<file path="config.mk">
export PLATFORM = sky130hd
export DESIGN_NAME = alu_top
export DESIGN_NICKNAME = d
export VERILOG_FILES = /design/src/rtl/alu_pkg.sv /design/src/rtl/alu.sv /design/src/rtl/alu_byte_shifter.sv /design/src/rtl/alu_top.sv /design/src/rtl/alu_frame_sequencer.sv
export SDC_FILE = /design/constraint.sdc
export NUM_CORES = 1
export LEC_CHECK = 0
export ABC_CLOCK_PERIOD_IN_PS = 4800
export CORE_MARGIN = 2
export CORE_UTILIZATION = 55
export DETAILED_ROUTE_END_ITERATION = 8
export PLACE_DENSITY = 0.73
export SKIP_LAST_GASP = 1
export SLEW_MARGIN = 20
export SYNTH_ARGS = -nofsm -noshare
export SYNTH_HDL_FRONTEND = slang
export SYNTH_SLANG_ARGS = --single-unit
</file>
<file path="constraint.sdc">
create_clock -name clk -period 4.8 [get_ports clk]
set_input_delay 1.2 -clock clk [delete_from_list [all_inputs] [get_ports clk]]
set_output_delay 1.2 -clock clk [all_outputs]
set_load 0.01 [all_outputs]
</file>
<file path="src/rtl/alu_pkg.sv">
// Shared definitions for the ALU byte-stream front end and the ALU itself.
//   - ALUControl encodings driven on alu_ctrl / consumed by alu
//   - Sequencer state enumeration
//   - Reserved-bit mask for the opcode byte and a helper that applies it
package alu_pkg;

  localparam logic [2:0] ALU_AND = 3'b000;
  localparam logic [2:0] ALU_OR  = 3'b001;
  localparam logic [2:0] ALU_ADD = 3'b010;
  localparam logic [2:0] ALU_SUB = 3'b110;
  localparam logic [2:0] ALU_SLT = 3'b111;

  localparam logic [7:0] OPCODE_RSVD_MASK = 8'hF8;

  typedef enum logic [2:0] {
    IDLE,
    GET_A,
    GET_B,
    EXEC,
    SEND
  } seq_state_t;

  // An opcode byte is legal only when every reserved bit is clear.
  function automatic logic opcode_ok(input logic [7:0] op_byte);
    return (op_byte & OPCODE_RSVD_MASK) == 8'h00;
  endfunction

endpackage

</file>
<file path="src/rtl/alu.sv">
// Combinational ALU.
// Ports:
//   a, b         operands
//   alu_control  operation select (ALU_* encodings from alu_pkg)
//   result       operation result; unused encodings produce zero
module alu
  import alu_pkg::*;
#(
  parameter int DATA_W = 32
) (
  input  logic [DATA_W-1:0] a,
  input  logic [DATA_W-1:0] b,
  input  logic [2:0]        alu_control,
  output logic [DATA_W-1:0] result
);

  logic [DATA_W-1:0] diff;
  logic              lt;

  always_comb begin
    diff = a - b;
    // Signed less-than: with differing signs the negative operand is smaller;
    // with equal signs the subtraction cannot overflow, so its sign decides.
    lt = (a[DATA_W-1] != b[DATA_W-1]) ? a[DATA_W-1] : diff[DATA_W-1];
    result = '0;
    case (alu_control)
      ALU_AND: result = a & b;
      ALU_OR:  result = a | b;
      ALU_ADD: result = a + b;
      ALU_SUB: result = diff;
      ALU_SLT: result = DATA_W'(lt);
      default: result = '0;
    endcase
  end

endmodule

</file>
<file path="src/rtl/alu_byte_shifter.sv">
// DATA_W-bit register that is either loaded in parallel or shifted left by
// one byte, the new byte entering at the least significant end. The most
// significant byte of the register is the one presented first when a word is
// streamed out, so the same block serves as operand assembler and result
// serializer.
// Ports:
//   clk, reset       clock, asynchronous active-low reset
//   load_en/load_data parallel load (has priority over shift)
//   shift_en/shift_in shift left by 8, shift_in enters at bits [7:0]
//   data             current register contents
module alu_byte_shifter #(
  parameter int DATA_W = 32
) (
  input  logic              clk,
  input  logic              reset,
  input  logic              load_en,
  input  logic [DATA_W-1:0] load_data,
  input  logic              shift_en,
  input  logic [7:0]        shift_in,
  output logic [DATA_W-1:0] data
);

  logic [DATA_W-1:0] data_q;
  logic [DATA_W-1:0] data_d;

  // NOTE: every always_comb output gets a default on its first line, so no
  // path through the block can leave it unassigned and infer a latch.
  always_comb begin
    data_d = data_q;
    if (load_en) begin
      data_d = load_data;
    end else if (shift_en) begin
      // Written as a shift rather than a part-select so DATA_W == 8 works.
      data_d = (data_q << 8) | DATA_W'(shift_in);
    end
  end

  // NOTE: this is a datapath register, yet it is reset because its contents
  // are visible on the ALU ports and must read zero straight out of reset.
  // NOTE: sequential state uses non-blocking assignments so every flop samples
  // pre-edge values regardless of process ordering.
  always_ff @(posedge clk or negedge reset) begin
    if (!reset) begin
      data_q <= '0;
    end else begin
      data_q <= data_d;
    end
  end

  assign data = data_q;

endmodule

</file>
<file path="src/rtl/alu_top.sv">
// Byte-link ALU: frame sequencer wired to the combinational alu.
// Ports:
//   clk, reset                    clock, asynchronous active-low reset
//   in_data/in_valid/in_ready     command byte stream from the host link
//   out_data/out_valid/out_ready  result byte stream to the host link
//   busy, frame_err, frame_count  sequencer status
module alu_top #(
  parameter int DATA_W  = 32,
  parameter int TIMEOUT = 1000000
) (
  input  logic        clk,
  input  logic        reset,
  input  logic [7:0]  in_data,
  input  logic        in_valid,
  output logic        in_ready,
  output logic [7:0]  out_data,
  output logic        out_valid,
  input  logic        out_ready,
  output logic        busy,
  output logic        frame_err,
  output logic [15:0] frame_count
);

  logic [DATA_W-1:0] alu_a;
  logic [DATA_W-1:0] alu_b;
  logic [2:0]        alu_ctrl;
  logic [DATA_W-1:0] alu_result;

  alu_frame_sequencer #(.DATA_W(DATA_W), .TIMEOUT(TIMEOUT)) u_seq (
    .clk         (clk),
    .reset       (reset),
    .in_data     (in_data),
    .in_valid    (in_valid),
    .in_ready    (in_ready),
    .alu_a       (alu_a),
    .alu_b       (alu_b),
    .alu_ctrl    (alu_ctrl),
    .alu_result  (alu_result),
    .out_data    (out_data),
    .out_valid   (out_valid),
    .out_ready   (out_ready),
    .busy        (busy),
    .frame_err   (frame_err),
    .frame_count (frame_count)
  );

  alu #(.DATA_W(DATA_W)) u_alu (
    .a           (alu_a),
    .b           (alu_b),
    .alu_control (alu_ctrl),
    .result      (alu_result)
  );

endmodule

</file>
<file path="src/rtl/alu_frame_sequencer.sv">
// Byte-stream front end for the combinational alu.
// Collects a frame {opcode, A (big-endian), B (big-endian)} from an 8-bit
// valid/ready stream, holds the ALU inputs in registers, captures the ALU
// result one cycle after the frame completes and streams it out MSB first.
// Ports:
//   clk, reset                    clock, asynchronous active-low reset
//   in_data/in_valid/in_ready     command byte stream (in_ready registered)
//   alu_a/alu_b/alu_ctrl          registered ALU inputs
//   alu_result                    combinational ALU result
//   out_data/out_valid/out_ready  result byte stream
//   busy                          state is not IDLE
//   frame_err                     one-cycle pulse: bad opcode or timeout
//   frame_count                   completed frames, wraps at 16 bits
module alu_frame_sequencer
  import alu_pkg::*;
#(
  parameter int DATA_W  = 32,
  parameter int TIMEOUT = 1000000
) (
  input  logic              clk,
  input  logic              reset,
  input  logic [7:0]        in_data,
  input  logic              in_valid,
  output logic              in_ready,
  output logic [DATA_W-1:0] alu_a,
  output logic [DATA_W-1:0] alu_b,
  output logic [2:0]        alu_ctrl,
  input  logic [DATA_W-1:0] alu_result,
  output logic [7:0]        out_data,
  output logic              out_valid,
  input  logic              out_ready,
  output logic              busy,
  output logic              frame_err,
  output logic [15:0]       frame_count
);

  localparam int BYTES = DATA_W / 8;
  localparam int CNT_W = $clog2(BYTES + 1);
  localparam int TMO_W = $clog2(TIMEOUT);
  localparam logic [CNT_W-1:0] LAST_BYTE = CNT_W'(BYTES - 1);
  // The abort happens on the edge where the idle count would reach
  // TIMEOUT-1, i.e. while the registered count still holds TIMEOUT-2.
  localparam logic [TMO_W-1:0] TMO_LIMIT = TMO_W'(TIMEOUT - 2);

  seq_state_t        state_q, state_d;
  logic              in_ready_q, in_ready_d;
  logic [2:0]        ctrl_q, ctrl_d;
  logic [CNT_W-1:0]  byte_cnt_q, byte_cnt_d;
  logic [TMO_W-1:0]  tmo_cnt_q, tmo_cnt_d;
  logic              out_valid_q, out_valid_d;
  logic              frame_err_q, frame_err_d;
  logic [15:0]       frame_count_q, frame_count_d;

  logic              in_acc;
  logic              out_acc;
  logic              a_shift;
  logic              b_shift;
  logic              r_load;
  logic              r_shift;
  logic [DATA_W-1:0] result_q;

  assign in_acc  = in_valid && in_ready_q;
  assign out_acc = out_valid_q && out_ready;

  always_comb begin
    state_d       = state_q;
    ctrl_d        = ctrl_q;
    byte_cnt_d    = byte_cnt_q;
    tmo_cnt_d     = tmo_cnt_q;
    out_valid_d   = out_valid_q;
    frame_err_d   = 1'b0;
    frame_count_d = frame_count_q;
    a_shift       = 1'b0;
    b_shift       = 1'b0;
    r_load        = 1'b0;
    r_shift       = 1'b0;

    case (state_q)
      IDLE: begin
        if (in_acc) begin
          if (opcode_ok(in_data)) begin
            ctrl_d     = in_data[2:0];
            byte_cnt_d = '0;
            tmo_cnt_d  = '0;
            state_d    = GET_A;
          end else begin
            // Bad opcode is swallowed; alu_ctrl keeps its old value.
            frame_err_d = 1'b1;
          end
        end
      end

      GET_A, GET_B: begin
        if (in_acc) begin
          a_shift   = (state_q == GET_A);
          b_shift   = (state_q == GET_B);
          tmo_cnt_d = '0;
          if (byte_cnt_q == LAST_BYTE) begin
            byte_cnt_d = '0;
            state_d    = (state_q == GET_A) ? GET_B : EXEC;
          end else begin
            byte_cnt_d = byte_cnt_q + 1'b1;
          end
        end else if (tmo_cnt_q == TMO_LIMIT) begin
          // Partial operands stay in their shifters; nothing is produced.
          frame_err_d = 1'b1;
          tmo_cnt_d   = '0;
          byte_cnt_d  = '0;
          state_d     = IDLE;
        end else begin
          tmo_cnt_d = tmo_cnt_q + 1'b1;
        end
      end

      EXEC: begin
        // ALU inputs have been stable for a full cycle; capture its result.
        r_load      = 1'b1;
        out_valid_d = 1'b1;
        byte_cnt_d  = '0;
        state_d     = SEND;
      end

      SEND: begin
        if (out_acc) begin
          r_shift = 1'b1;
          if (byte_cnt_q == LAST_BYTE) begin
            out_valid_d   = 1'b0;
            frame_count_d = frame_count_q + 16'd1;
            byte_cnt_d    = '0;
            state_d       = IDLE;
          end else begin
            byte_cnt_d = byte_cnt_q + 1'b1;
          end
        end
      end

      default: state_d = IDLE;
    endcase

    // in_ready is registered: it reflects whether the next state takes input.
    in_ready_d = (state_d == IDLE) || (state_d == GET_A) || (state_d == GET_B);
  end

  always_ff @(posedge clk or negedge reset) begin
    if (!reset) begin
      state_q       <= IDLE;
      in_ready_q    <= 1'b0;
      ctrl_q        <= 3'b000;
      byte_cnt_q    <= '0;
      tmo_cnt_q     <= '0;
      out_valid_q   <= 1'b0;
      frame_err_q   <= 1'b0;
      frame_count_q <= 16'd0;
    end else begin
      state_q       <= state_d;
      in_ready_q    <= in_ready_d;
      ctrl_q        <= ctrl_d;
      byte_cnt_q    <= byte_cnt_d;
      tmo_cnt_q     <= tmo_cnt_d;
      out_valid_q   <= out_valid_d;
      frame_err_q   <= frame_err_d;
      frame_count_q <= frame_count_d;
    end
  end

  alu_byte_shifter #(.DATA_W(DATA_W)) u_a_shifter (
    .clk       (clk),
    .reset     (reset),
    .load_en   (1'b0),
    .load_data ('0),
    .shift_en  (a_shift),
    .shift_in  (in_data),
    .data      (alu_a)
  );

  alu_byte_shifter #(.DATA_W(DATA_W)) u_b_shifter (
    .clk       (clk),
    .reset     (reset),
    .load_en   (1'b0),
    .load_data ('0),
    .shift_en  (b_shift),
    .shift_in  (in_data),
    .data      (alu_b)
  );

  // Result register: loaded at the end of EXEC, shifted one byte per
  // output handshake so its top byte is always the byte on out_data.
  alu_byte_shifter #(.DATA_W(DATA_W)) u_r_shifter (
    .clk       (clk),
    .reset     (reset),
    .load_en   (r_load),
    .load_data (alu_result),
    .shift_en  (r_shift),
    .shift_in  (8'h00),
    .data      (result_q)
  );

  assign in_ready    = in_ready_q;
  assign alu_ctrl    = ctrl_q;
  assign out_data    = result_q[DATA_W-1 -: 8];
  assign out_valid   = out_valid_q;
  assign busy        = (state_q != IDLE);
  assign frame_err   = frame_err_q;
  assign frame_count = frame_count_q;

endmodule

</file>
==> impl_results.md, run 1 <==
- Critical Path RT: 5110 ps
- Type of origin of the critical path: register
- Reg-to-Reg End: u_seq.u_r_shifter.data[31]$_DFFE_PN0P_
- Unrepaired setup endpoints after global routing: no
- Worst Path Arrival: 4460 ps
- Final wirelength: 31.7 mm
- Crit-path max FO: 10
- Crit-path slowest cell: or4_1
- Final Skew: 12.5 ps
- Min cycle time layout: 4150 ps
- Post-synth ARST share: 1.00
- CTS resizes: 0
- # port buffers: 39
- #FFs+latches synth: 144
- Synth cell count leaders: dfrtp_1, nand2_1, o21ai_0
- Worst Hold Depth: 1
- Area grow syn2layout: 10.5%
- Pwr Density: 565 mW/mm^2
- Overflow after GRT: 0
- Clk Latency, worst-skew pair: 440 ps
- Final Util: 0.619
- Crit path top cell by count: a21oi_1
- Max VDD drop: 0.290 mV
- Full die area: 0.0209 mm^2
- Total Nets Final: 1,421
- Mean post-synth cell area: 8.33 um^2
- Core area: 0.0194 mm^2
- Tot GR Track Use: 0.311
- Pre-Repair DR Iteration Count: 5
- Depth of the CTS H-tree: 4
- R2R setup slack: 650 ps
- Slew HR: 0.308
- Synth area leaders: dfrtp_1, ha_1, o21ai_0
- FP Rows: 51
- Slew Viols, Final: 0
- FMAX: 241 MHz
- Critical Path Sink Type: register
- Setup violators final: 0
- Hpwl dp: 22.8 mm
- Net Switching: 3.19 mW
- Synth warn: 0
- HP Class: reg -> reg
- Clk root buf: clkbuf_16
- Layout cell share with drive strength beyond 1: 0.0754
- CP bufs+invs: 1
- Comb pwr share: 0.532
- Synthesized instance count: 1,304
- Internal power: 3.60 mW
- Final antenna-violating net count: 0
- Die Span X: 145 um
- Yosys top cell area share: 0.332
- Final hold vios: 0
- Crit-path cells: inv_1 > ha_1 > nor3_1 > nand2_1 > or4_1 > o211ai_2 > a311o_1 > a21oi_1 > o21ai_0 > a21oi_1 > fa_1 > nor2_1 > a21oi_1 > o22ai_1 > a221oi_1 > nand2_1
- CTS tree: yes
- Sw frac: 0.470
- Initial core utilization: 0.560
- Routability Congestion: 1.01
- Routed vias: 9,870
- Cell area after synthesis: 0.0109 mm^2
- Register area share after synthesis: 0.332
- Largest net degree at the start of global routing: 103
- Status: completed
- CTS max path bufs: 2
- Critical setup path kind: reg -> reg
- Crit share post-route: 0.864
- Average wire per standard cell: 20.1 um
- DRC violations left: 0
- Vias per inst: 6.25
- First-pass GRT wire length: 50.2 mm
- Post-cts hold buffer count: 0
- Top FF cell, synth: dfrtp_1
- Initial drt markers: 994
- Startpoint of the worst hold path: u_seq.frame_count[15]$_DFFE_PN0P_
- Setup bufs post-CTS: 0
- Clock transition at the registers of the reported paths: 60 ps
- Tightest Pin Transition: 1030 ps
- I/O pin count: 40
- Clock Power Share: 0.207
- Hold Path End: u_seq.frame_count[15]$_DFFE_PN0P_
- Clock Sinks: 144
- Crit-path max cell delay: 530 ps
- Leak pwr: 5.48 nW
- Synth cell types: 94
- CTS Buf Count: 17
- Synthesized Nets: 1,424
- Reg power frac: 0.261
- Setup TNS Final: 0 ps
- Antenna Cells: 0
- Die Y: 145 um
- RR Startpoint: u_seq.u_a_shifter.data[16]$_DFFE_PN0P_
- Vias in the first global route: 9,216
- R2R depth: 16
- Post-synth EDFFs: 0
- Antenna violations before repair: 0
- Maxcap violations: 0
- Area leader, netlist: dfrtp_1
- Family with the most delay on the worst path: compound AO/OA/AOI/OAI gates
metrics by stage:
| step | setup slack, ps | std cells | power (mW) | instance area [um^2] | hold WS [ps] |
|---|---|---|---|---|---|
| global route | 436 | 1578 | 7.20 | 12000 | 501 |
| global placement | 802 | 1547 | 5.23 | 11400 | 454 |
| CTS | 747 | 1578 | 6.69 | 12000 | 470 |
| finish | 650 | 1578 | 6.79 | 12000 | 464 |
| floorplan | 1230 | 1304 | 4.34 | 10900 | 442 |
| detailed placement | 739 | 1547 | 5.27 | 11400 | 457 |
layout make-up:
type                       count  area [um^2]
clock inverter                13          178
timing repair buffer          60          562
inverter                     101          379
clock buffer                  18          429
tap                          265          332
sequential                   144         3600
fill                        1744         7390
multi-input combinational    977         6530
kinds of logic after synthesis:
kind of cell    count (synthesis)  synth area share
fa+ha+maj                     108             0.126
xor+xnor                       33            0.0266
flops                         144             0.332
mux                             9           0.00910
buf+inv                       183            0.0699
simple gates                  425             0.187
compound gates                402             0.249
state kept, by name (all words and copies together) (netlist names):
name                    cells
u_seq.u_a_shifter.data     32
u_seq.u_b_shifter.data     32
u_seq.u_r_shifter.data     32
u_seq.tmo_cnt_q            20
u_seq.frame_count          16
u_seq.alu_ctrl              3
u_seq.byte_cnt_q            3
u_seq.state_q               3
u_seq.frame_err             1
u_seq.in_ready              1
u_seq.out_valid             1
how the worst max path moves through the flow:
stage	slack [ps]	from	to	cells after the start
3_5_place_dp	740	u_seq.u_a_shifter.data[10]$_DFFE_PN0P_	u_seq.u_r_shifter.data[31]$_DFFE_PN0P_	17
5_1_grt	440	u_seq.u_a_shifter.data[16]$_DFFE_PN0P_	u_seq.u_r_shifter.data[31]$_DFFE_PN0P_	16
2_1_floorplan	1230	u_seq.u_a_shifter.data[19]$_DFFE_PN0P_	u_seq.u_r_shifter.data[31]$_DFFE_PN0P_	17
3_3_place_gp	800	in_data[3]	u_seq.tmo_cnt_q[18]$_DFFE_PN0P_	10
4_1_cts	750	u_seq.u_a_shifter.data[16]$_DFFE_PN0P_	u_seq.u_r_shifter.data[31]$_DFFE_PN0P_	16
6_report	650	u_seq.u_a_shifter.data[16]$_DFFE_PN0P_	u_seq.u_r_shifter.data[31]$_DFFE_PN0P_	16
layer usage:
metal / vias to the layer above / track usage / part of all wire
met5: - / 0 / 0
met4: 0 / 0.121 / 0.033
met3: 75 / 0.0371 / 0.072
met2: 469 / 0.497 / 0.45
met1: 4715 / 0.431 / 0.44
li1: 4611 / - / -
power by group through the flow:
stage / Clock (mW) / Sequential (mW) / Combinational (mW)
2_1_floorplan: 0 / 1.69 / 2.66
3_3_place_gp: 0 / 1.77 / 3.47
3_5_place_dp: 0 / 1.79 / 3.49
4_1_cts: 1.41 / 1.76 / 3.51
5_1_grt: 1.46 / 1.81 / 3.93
6_report: 1.40 / 1.77 / 3.61
layout by cell type (no fill, tap or decap), drive strengths merged, types with 12 or more instances in the layout:
| cell | synthesis | layout |
|---|---|---|
| a211oi | 15 | 15 |
| a21o | 13 | 13 |
| a21oi | 81 | 81 |
| a221oi | 15 | 15 |
| and3 | 17 | 17 |
| buf | 24 | 22 |
| clkbuf | 58 | 18 |
| clkdlybuf4s50 | 0 | 38 |
| dfrtp | 144 | 144 |
| ha | 105 | 105 |
| inv | 101 | 107 |
| nand2 | 144 | 144 |
| nand3 | 35 | 35 |
| nor2 | 118 | 118 |
| nor2b | 16 | 16 |
| nor3 | 30 | 30 |
| o21ai | 134 | 134 |
| o221ai | 12 | 12 |
| xnor2 | 17 | 17 |
| xor2 | 16 | 16 |
(Power assumes the default switching activity.)
==> run 2, diff against run 1 <==
CORE_MARGIN = 3   (was 2)
CTS_BUF_LIST = sky130_fd_sc_hd__clkbuf_8   (was not set)
==> run 2 against run 1 <==
  * Design area decreased by 2.0%
  * Clock skew increased by 8.8 ps
  * Largest cell class unchanged
  * Global-route usage decreased by 1.7 points
  * Worst hold slack improved by 17 ps
  * Critical path type unchanged
  * Routed wire length decreased by 0.87%
  * Utilization decreased by 0.23 points
  * Die area increased by 2.8%
  * Highest routed layer unchanged
  * Sequential cell count unchanged
  * Largest power group unchanged
  * Via count increased by 0.92%
==> impl_results.md, run 2 (synthesis gave the netlist of run 1 again) <==
- Status: completed
- Hold Path End: u_seq.u_r_shifter.data[15]$_DFFE_PN0P_
- Max VDD drop: 0.255 mV
- Initial drt markers: 1,116
- Pre-Repair DR Iteration Count: 5
- CTS Buf Count: 17
- Crit share post-route: 0.853
- Post-cts hold buffer count: 0
- Slew Viols, Final: 0
- Worst Path Arrival: 4470 ps
- Critical setup path kind: reg -> reg
- Final hold vios: 0
- Vias per inst: 6.33
- Min cycle time layout: 4100 ps
- HP Class: reg -> reg
- RR Startpoint: u_seq.u_a_shifter.data[10]$_DFFE_PN0P_
- Full die area: 0.0215 mm^2
- Antenna violations before repair: 0
- Clock transition at the registers of the reported paths: 90 ps
- Net Switching: 3.18 mW
- Critical Path Sink Type: register
- Routability Congestion: 0.952
- Final antenna-violating net count: 0
- Reg power frac: 0.278
- Comb pwr share: 0.567
- Tot GR Track Use: 0.294
- Layout cell share with drive strength beyond 1: 0.0769
- Die Span X: 147 um
- Setup violators final: 0
- Sw frac: 0.501
- I/O pin count: 40
- Leak pwr: 5.37 nW
- Depth of the CTS H-tree: 4
- Largest net degree at the start of global routing: 105
- Routed vias: 9,961
- DRC violations left: 0
- CTS resizes: 0
- Hpwl dp: 22.9 mm
- Pwr Total: 6.34 mW
- Clk root buf: clkbuf_8
- Overflow after GRT: 0
- Internal power: 3.16 mW
- Core area: 0.0191 mm^2
- Average wire per standard cell: 20.0 um
- Clock Power Share: 0.155
- FP Rows: 50
- Die Y: 147 um
- Startpoint of the worst hold path: u_seq.u_r_shifter.data[15]$_DFFE_PN0P_
- CTS max path bufs: 2
- Vias in the first global route: 9,426
- Clk Latency, worst-skew pair: 490 ps
- CTS tree: yes
- Antenna Cells: 0
- Reg-to-Reg End: u_seq.u_r_shifter.data[31]$_DFFE_PN0P_
- Final wirelength: 31.4 mm
- R2R depth: 17
- FMAX: 244 MHz
- Critical Path RT: 5170 ps
- Setup bufs post-CTS: 0
- Unrepaired setup endpoints after global routing: no
- # port buffers: 39
- R2R setup slack: 700 ps
- Slew HR: 0.349
- Initial core utilization: 0.570
- Final Skew: 21.2 ps
- Crit-path max FO: 12
- Setup TNS Final: 0 ps
- Pwr Density: 539 mW/mm^2
- Clock Sinks: 144
- Tightest Pin Transition: 977 ps
- First-pass GRT wire length: 50.9 mm
- Area grow syn2layout: 8.29%
- Worst Hold Depth: 2
- Type of origin of the critical path: register
- Maxcap violations: 0
- Most frequent cells in the layout: nand2_1, dfrtp_1, o21ai_0
- Total Nets Final: 1,421
[run 2: cell type report]
cell class	instances	area, um^2
Sequential cell	144	3600
Timing Repair Buffer	60	549
Inverter	101	379
Multi-Input combinational cell	977	6530
Clock buffer	18	248
Clock inverter	14	136
Fill cell	1724	7310
Tap cell	260	325
[run 2: worst max path at each step]
stage	cells after the start	end	slack (ps)	startpoint
2_1_floorplan	17	u_seq.u_r_shifter.data[31]$_DFFE_PN0P_	1230	u_seq.u_a_shifter.data[19]$_DFFE_PN0P_
3_3_place_gp	10	u_seq.tmo_cnt_q[18]$_DFFE_PN0P_	790	in_data[3]
3_5_place_dp	10	u_seq.tmo_cnt_q[18]$_DFFE_PN0P_	750	in_data[3]
4_1_cts	16	u_seq.u_r_shifter.data[31]$_DFFE_PN0P_	770	u_seq.u_a_shifter.data[16]$_DFFE_PN0P_
5_1_grt	16	u_seq.u_r_shifter.data[31]$_DFFE_PN0P_	470	u_seq.u_a_shifter.data[16]$_DFFE_PN0P_
6_report	17	u_seq.u_r_shifter.data[31]$_DFFE_PN0P_	700	u_seq.u_a_shifter.data[10]$_DFFE_PN0P_
[run 2: metrics by stage]
step | cell area, um^2 | setup WS, ps | instances | util | hold WS (ps)
after global placement | 11400 | 793 | 1542 | 0.597 | 454
after CTS | 11800 | 775 | 1574 | 0.617 | 483
after detailed placement | 11400 | 752 | 1542 | 0.597 | 467
after floorplan | 10900 | 1230 | 1304 | - | 442
final | 11800 | 704 | 1574 | 0.617 | 481
after global routing | 11800 | 468 | 1574 | 0.617 | 496
[run 2: critical path, stage by stage, from the launching register on]
cell      delay [ps]
dfrtp_1          430
inv_1             80
ha_1             470
nor2_1           240
nand3b_1         120
a211oi_1         410
nor4_4           130
o211ai_2         320
a311o_1          300
a21oi_1           80
o21ai_0          190
a21oi_1          130
fa_1             490
nor2_1            40
a21oi_1          110
o22ai_1           90
a221oi_1         270
nand2_1           80
[run 2: power groups by stage]
stage | Combinational (mW) | Sequential, mW | Clock (mW)
4_1_cts | 3.49 | 1.76 | 1.00
3_3_place_gp | 3.44 | 1.76 | 0
2_1_floorplan | 2.66 | 1.69 | 0
5_1_grt | 3.92 | 1.81 | 1.05
6_report | 3.60 | 1.76 | 0.980
3_5_place_dp | 3.47 | 1.78 | 0
[run 2: metal layers]
metal,global-route usage,part of all wire,vias to the layer above
met5,0,0,-
met4,0.0964,0.029,0
met3,0.0497,0.076,81
li1,-,-,4604
met2,0.459,0.45,496
met1,0.416,0.44,4780
==> run 3, diff against run 2 <==
HOLD_SLACK_MARGIN = 0.05   (was not set)
==> results of run 3 <==
The final DEF is identical to that of run 2; final timing and power are the same.
